<file path="config.mk">
export PLATFORM = sky130hd
export DESIGN_NAME = instr_decoder
export DESIGN_NICKNAME = d
export VERILOG_FILES = /design/src/rtl/instr_decoder.sv
export SDC_FILE = /design/constraint.sdc
export NUM_CORES = 1
export LEC_CHECK = 0
export ABC_AREA = 1
export BUFFER_PORTS_ARGS = -buffer_cell sky130_fd_sc_hd__buf_2
export CAP_MARGIN = 20
export CORE_MARGIN = 4
export CORE_UTILIZATION = 50
export CTS_CLUSTER_DIAMETER = 30
export DETAILED_ROUTE_END_ITERATION = 10
export PLACE_DENSITY = 0.75
export SLEW_MARGIN = 15
export SYNTH_ARGS = -nofsm -noshare
export SYNTH_HDL_FRONTEND = slang
export SYNTH_SLANG_ARGS = --single-unit
export TNS_END_PERCENT = 30
</file>
<file path="constraint.sdc">
create_clock -name clk -period 3.2 [get_ports clk]
set_input_delay 0.32 -clock clk [delete_from_list [all_inputs] [get_ports clk]]
set_output_delay 0.32 -clock clk [all_outputs]
set_load 0.02 [all_outputs]
</file>
<file path="src/rtl/instr_decoder.sv">
// Instruction decoder and fetch sequencer: walks pc through IDLE/RUN/HALT,
// resolves branches and registers the ALU opcode/operand one cycle after fetch.
module instr_decoder #(
    parameter int PC_W = 8
) (
    input  logic            clk,
    input  logic            reset,
    input  logic            start,
    input  logic [8:0]      instr,
    input  logic            instr_valid,
    input  logic            zero_flag,
    output logic [PC_W-1:0] pc,
    output logic            fetch_en,
    output logic [3:0]      alu_op,
    output logic [2:0]      operand,
    output logic            op_valid,
    output logic            halted,
    output logic            illegal
);

    typedef enum logic [1:0] {
        IDLE = 2'd0,
        RUN  = 2'd1,
        HALT = 2'd2
    } state_t;

    typedef enum logic [2:0] {
        CLS_FIN    = 3'd0,
        CLS_RESET  = 3'd1,
        CLS_BRANCH = 3'd2,
        CLS_NOP    = 3'd3,
        CLS_ALU    = 3'd4
    } instrClass_t;

    localparam logic [8:0] INSTR_FIN    = 9'b000111000;
    localparam logic [8:0] INSTR_RESET  = 9'b000111001;
    localparam logic [3:0] OP_PASS_VAL  = 4'b0000;
    localparam logic [3:0] OP_MAX_LEGAL = 4'b1000;
    localparam logic [3:0] OP_UNK       = 4'b1111;

    state_t          state_q, state_d;
    logic [PC_W-1:0] pc_q, pc_d;
    logic [3:0]      aluOp_q, aluOp_d;
    logic [2:0]      operand_q, operand_d;
    logic            opValid_q, opValid_d;
    logic            illegal_q, illegal_d;

    instrClass_t     instrClass;
    logic            branchTaken;
    logic [PC_W-1:0] branchOffset;
    logic [PC_W-1:0] pcPlusOne;
    logic [PC_W-1:0] pcBranch;

    // Priority matters: FIN and RESET live inside the ZSERIES encoding space.
    always_comb begin
        if (instr == INSTR_FIN) begin
            instrClass = CLS_FIN;
        end else if (instr == INSTR_RESET) begin
            instrClass = CLS_RESET;
        end else if (instr[8:7] == 2'b11) begin
            instrClass = CLS_BRANCH;
        end else if (instr[8:6] == 3'b000) begin
            instrClass = CLS_NOP;
        end else begin
            instrClass = CLS_ALU;
        end
    end

    // Offset is sign-extended so the PC_W-bit add wraps naturally modulo 2^PC_W.
    assign branchTaken  = !instr[6] || zero_flag;
    assign branchOffset = PC_W'(signed'(instr[5:0]));
    assign pcPlusOne    = pc_q + PC_W'(1);
    assign pcBranch     = pc_q + branchOffset;

    always_comb begin
        state_d   = state_q;
        pc_d      = pc_q;
        aluOp_d   = aluOp_q;
        operand_d = operand_q;
        opValid_d = 1'b0;
        illegal_d = 1'b0;

        case (state_q)
            IDLE, HALT: begin
                if (start) begin
                    state_d = RUN;
                    pc_d    = '0;
                end
            end
            RUN: begin
                if (instr_valid) begin
                    case (instrClass)
                        CLS_FIN: begin
                            state_d = HALT;
                        end
                        CLS_RESET: begin
                            pc_d = '0;
                        end
                        CLS_BRANCH: begin
                            pc_d = branchTaken ? pcBranch : pcPlusOne;
                        end
                        CLS_NOP: begin
                            pc_d = pcPlusOne;
                        end
                        default: begin
                            pc_d      = pcPlusOne;
                            operand_d = instr[2:0];
                            opValid_d = 1'b1;
                            if (instr[6:3] <= OP_MAX_LEGAL) begin
                                aluOp_d = instr[6:3];
                            end else begin
                                aluOp_d   = OP_UNK;
                                illegal_d = 1'b1;
                            end
                        end
                    endcase
                end
            end
            default: begin
                state_d = IDLE;
            end
        endcase
    end

    always_ff @(posedge clk) begin
        if (reset) begin
            state_q   <= IDLE;
            pc_q      <= '0;
            aluOp_q   <= OP_PASS_VAL;
            operand_q <= 3'b000;
            opValid_q <= 1'b0;
            illegal_q <= 1'b0;
        end else begin
            state_q   <= state_d;
            pc_q      <= pc_d;
            aluOp_q   <= aluOp_d;
            operand_q <= operand_d;
            opValid_q <= opValid_d;
            illegal_q <= illegal_d;
        end
    end

    assign pc       = pc_q;
    assign fetch_en = (state_q == RUN);
    assign halted   = (state_q == HALT);
    assign alu_op   = aluOp_q;
    assign operand  = operand_q;
    assign op_valid = opValid_q;
    assign illegal  = illegal_q;

endmodule

</file>
==> key figures <==
Logic synthesis
  • Synth area leader: dfxtp_1
  • Sequential share of the synthesized area: 0.2731
  • Synth area leaders: dfxtp_1, nand2_1, inv_1
  • Synthesized area: 1393 sq um
  • Cells after synthesis: 214
  • Synth Register Bits: 19
  • Net count after synthesis: 237
  • Mean Syn Cell Area: 6.507 sq um
  • Share of the synthesized area in the top cell type: 0.2731
  • Synth warn: 0
  • Synth cell types: 26

Timing
  • Max Fclk: 576.8 MHz
  • Finish-stage setup viols: 0
  • Final hold vios: 0
  • Setup TNS Final: 0 ps
  • Final Skew: 11.07 ps
  • Max Slew Vio Count: 0
  • Crit path time final: 1734 ps
  • Max transition margin: 0.7956
  • Post-route worst setup slack: 1466 ps
  • Worst-margin pin slew: 306.6 ps
  • Crit share post-route: 0.5418
  • Fin Hold WS: 311.3 ps
  • RSZ-0062 raised after global routing: no

CTS
  • Post-CTS Resized: 0
  • # hold bufs at CTS: 0
  • Clock Tree Root: clkbuf_4
  • Post-CTS Setup Repair Bufs: 0
  • Clock-pin slew on the worst setup and hold paths: 120 ps
  • Total CTS buffers: 3
  • Clk Latency, worst-skew pair: 300 ps
  • H-tree depth: 1
  • TritonCTS clock tree: built
  • Clk sinks: 19
  • Clock Path Buffers: 2

Cells and area
  • Most frequent cells in the layout: nand2_1, buf_2, inv_1
  • Layout cells sized above 1: 0.2048
  • Commonest non-fill, non-tap cell in the layout: nand2_1
  • Area growth, synth to finish: 15.90%
  • Final net count: 273
  • Final Instance Area: 1614 sq um
  • ANT cells: 0

Routing
  • Post-route ant nets: 0
  • Vias per Instance: 5.054
  • Routed len/inst: 11.82 um
  • Via count: 1410
  • Final WL: 3.297 mm
  • DRT Pass-1 Iters: 4
  • DRC: 0
  • Initial DRC Count: 62

Placed design
  • Final RePlAce weighted congestion: 0.8499
  • Placed cell area: 1587 sq um
  • Count of input and output buffers: 32
  • HPWL after detailed placement: 2.608 mm
  • Worst slack, placed: 1437 ps

Critical path
  • Max FO, Critical Path: 6
  • CP bufs+invs: 0
  • Startpoint Class: register
  • Slowest cell on the critical path: fa_1
  • Max incr delay on CP: 420 ps
  • Worst Path Required: 3390 ps
  • Top cell family by delay on the critical path: adder cells
  • Kind of critical path: reg2reg
  • CP Data Arrival Time: 1920 ps
  • CP endpoint kind: register
  • Crit-path cells: ha_1 > fa_1 > nand3_1 > a21oi_1 > o21ai_0 > nand2_1 > nand2_1 > a21oi_1

Floorplanning
  • Die width: 60.78 um
  • Die Ht: 60.78 um
  • Row count: 18
  • Die Footprint: 3694 sq um
  • Core box area: 2567 sq um
  • # IOs: 33
  • Starting Density: 0.5424

Pwr
  • Max VDD drop: 354.8 uV
  • Total power: 0.5079 mW
  • P per Cell Area: 314.6 nW/um^2
  • Lkg Pwr: 0.8567 nW

GRT
  • Vias in the first global route: 1271
  • Grt total ovfl: 0
  • First-pass GRT wire length: 5.685 mm
  • Largest net degree at the start of global routing: 13
  • GRT Util Overall: 0.2034
  • Antenna violations before repair: 0

Worst hold path
  • Hold Crit Class: in2reg

Flow run
  • Max Cap Viol: 0

Run status
  • Status: finished clean
[sequential cells by signal (all words and copies together), names as in the netlist]
name and count:
illegal 1, operand 3, state_q 2, pc 8, alu_op 4, op_valid 1
[final cells by class]
type | count | area (sq um)
fill | 266 | 953.4
multi-input combinational | 163 | 892.1
sequential | 19 | 380.4
timing repair buffer | 32 | 160.2
inverter | 31 | 116.4
tap | 30 | 37.54
clock buffer | 3 | 22.52
clock inverter | 1 | 5.005
[report_power, final]
| part | switching [mW] | leakage, nW | internal (mW) |
|---|---|---|---|
| combinational | 0.0823 | 0.685 | 0.0433 |
| clock | 0.0799 | 0.0177 | 0.0466 |
| sequential | 0.00938 | 0.154 | 0.246 |
[final timing paths]
path              slack (ps)        from  cells after the start          to
setup / recovery        1470       pc[0]                      8       pc[4]
hold / removal           310    instr[6]                      3   alu_op[3]
setup reg to reg        1470       pc[0]                      8       pc[4]
hold reg to reg          490  operand[1]                      2  operand[1]
[Yosys cell counts]
library cell	number
ha_1	8
nand3_2	2
nor3_4	1
nand2_1	60
o21ai_0	7
xnor2_1	3
nand4_1	3
dfxtp_1	19
nor3b_1	1
o21a_1	1
o21ai_1	1
nor3_1	5
xor2_1	5
clkbuf_1	1
a21oi_1	16
nand2_4	1
inv_2	3
nor2_4	2
o21bai_1	1
fa_1	1
nor2_1	22
inv_1	28
nand3_1	15
nand2_2	5
o21ai_4	1
nand3b_1	2
[per-stage QoR]
stage | util | instances
global route | 0.6287 | 279
global placement | 0.6179 | 275
CTS | 0.6287 | 279
finish | 0.6287 | 279
detailed placement | 0.6179 | 275
floorplan | - | 214
[kinds of logic (layout without fill, tap and decap cells)]
logic type | after synthesis | after routing | share of synthesized area
AND/OR/NAND/NOR | 119 | 119 | 0.3953
XOR/XNOR | 8 | 8 | 0.05032
adder cells (fa/ha/maj) | 9 | 9 | 0.08626
AO/OA/AOI/OAI | 27 | 27 | 0.1087
buffers and inverters | 32 | 67 | 0.08625
flip-flops | 19 | 19 | 0.2731
[per-layer routing]
metal	track usage	vias to the layer above	part of all wire
li1	-	755	-
met1	0.2708	615	0.46
met4	0.03406	0	0.0058
met5	0	-	0
met3	0.03830	2	0.062
met2	0.3466	38	0.47
[worst register-to-register path, delay by kind of cell, from the launching register on]
kind                     cells  cell delay [ps]
flip-flops                   1              400
AND/OR/NAND/NOR              3              270
adder cells (fa/ha/maj)      2              670
AO/OA/AOI/OAI                3              280
No activity file was read; power rests on OpenSTA's default activity.
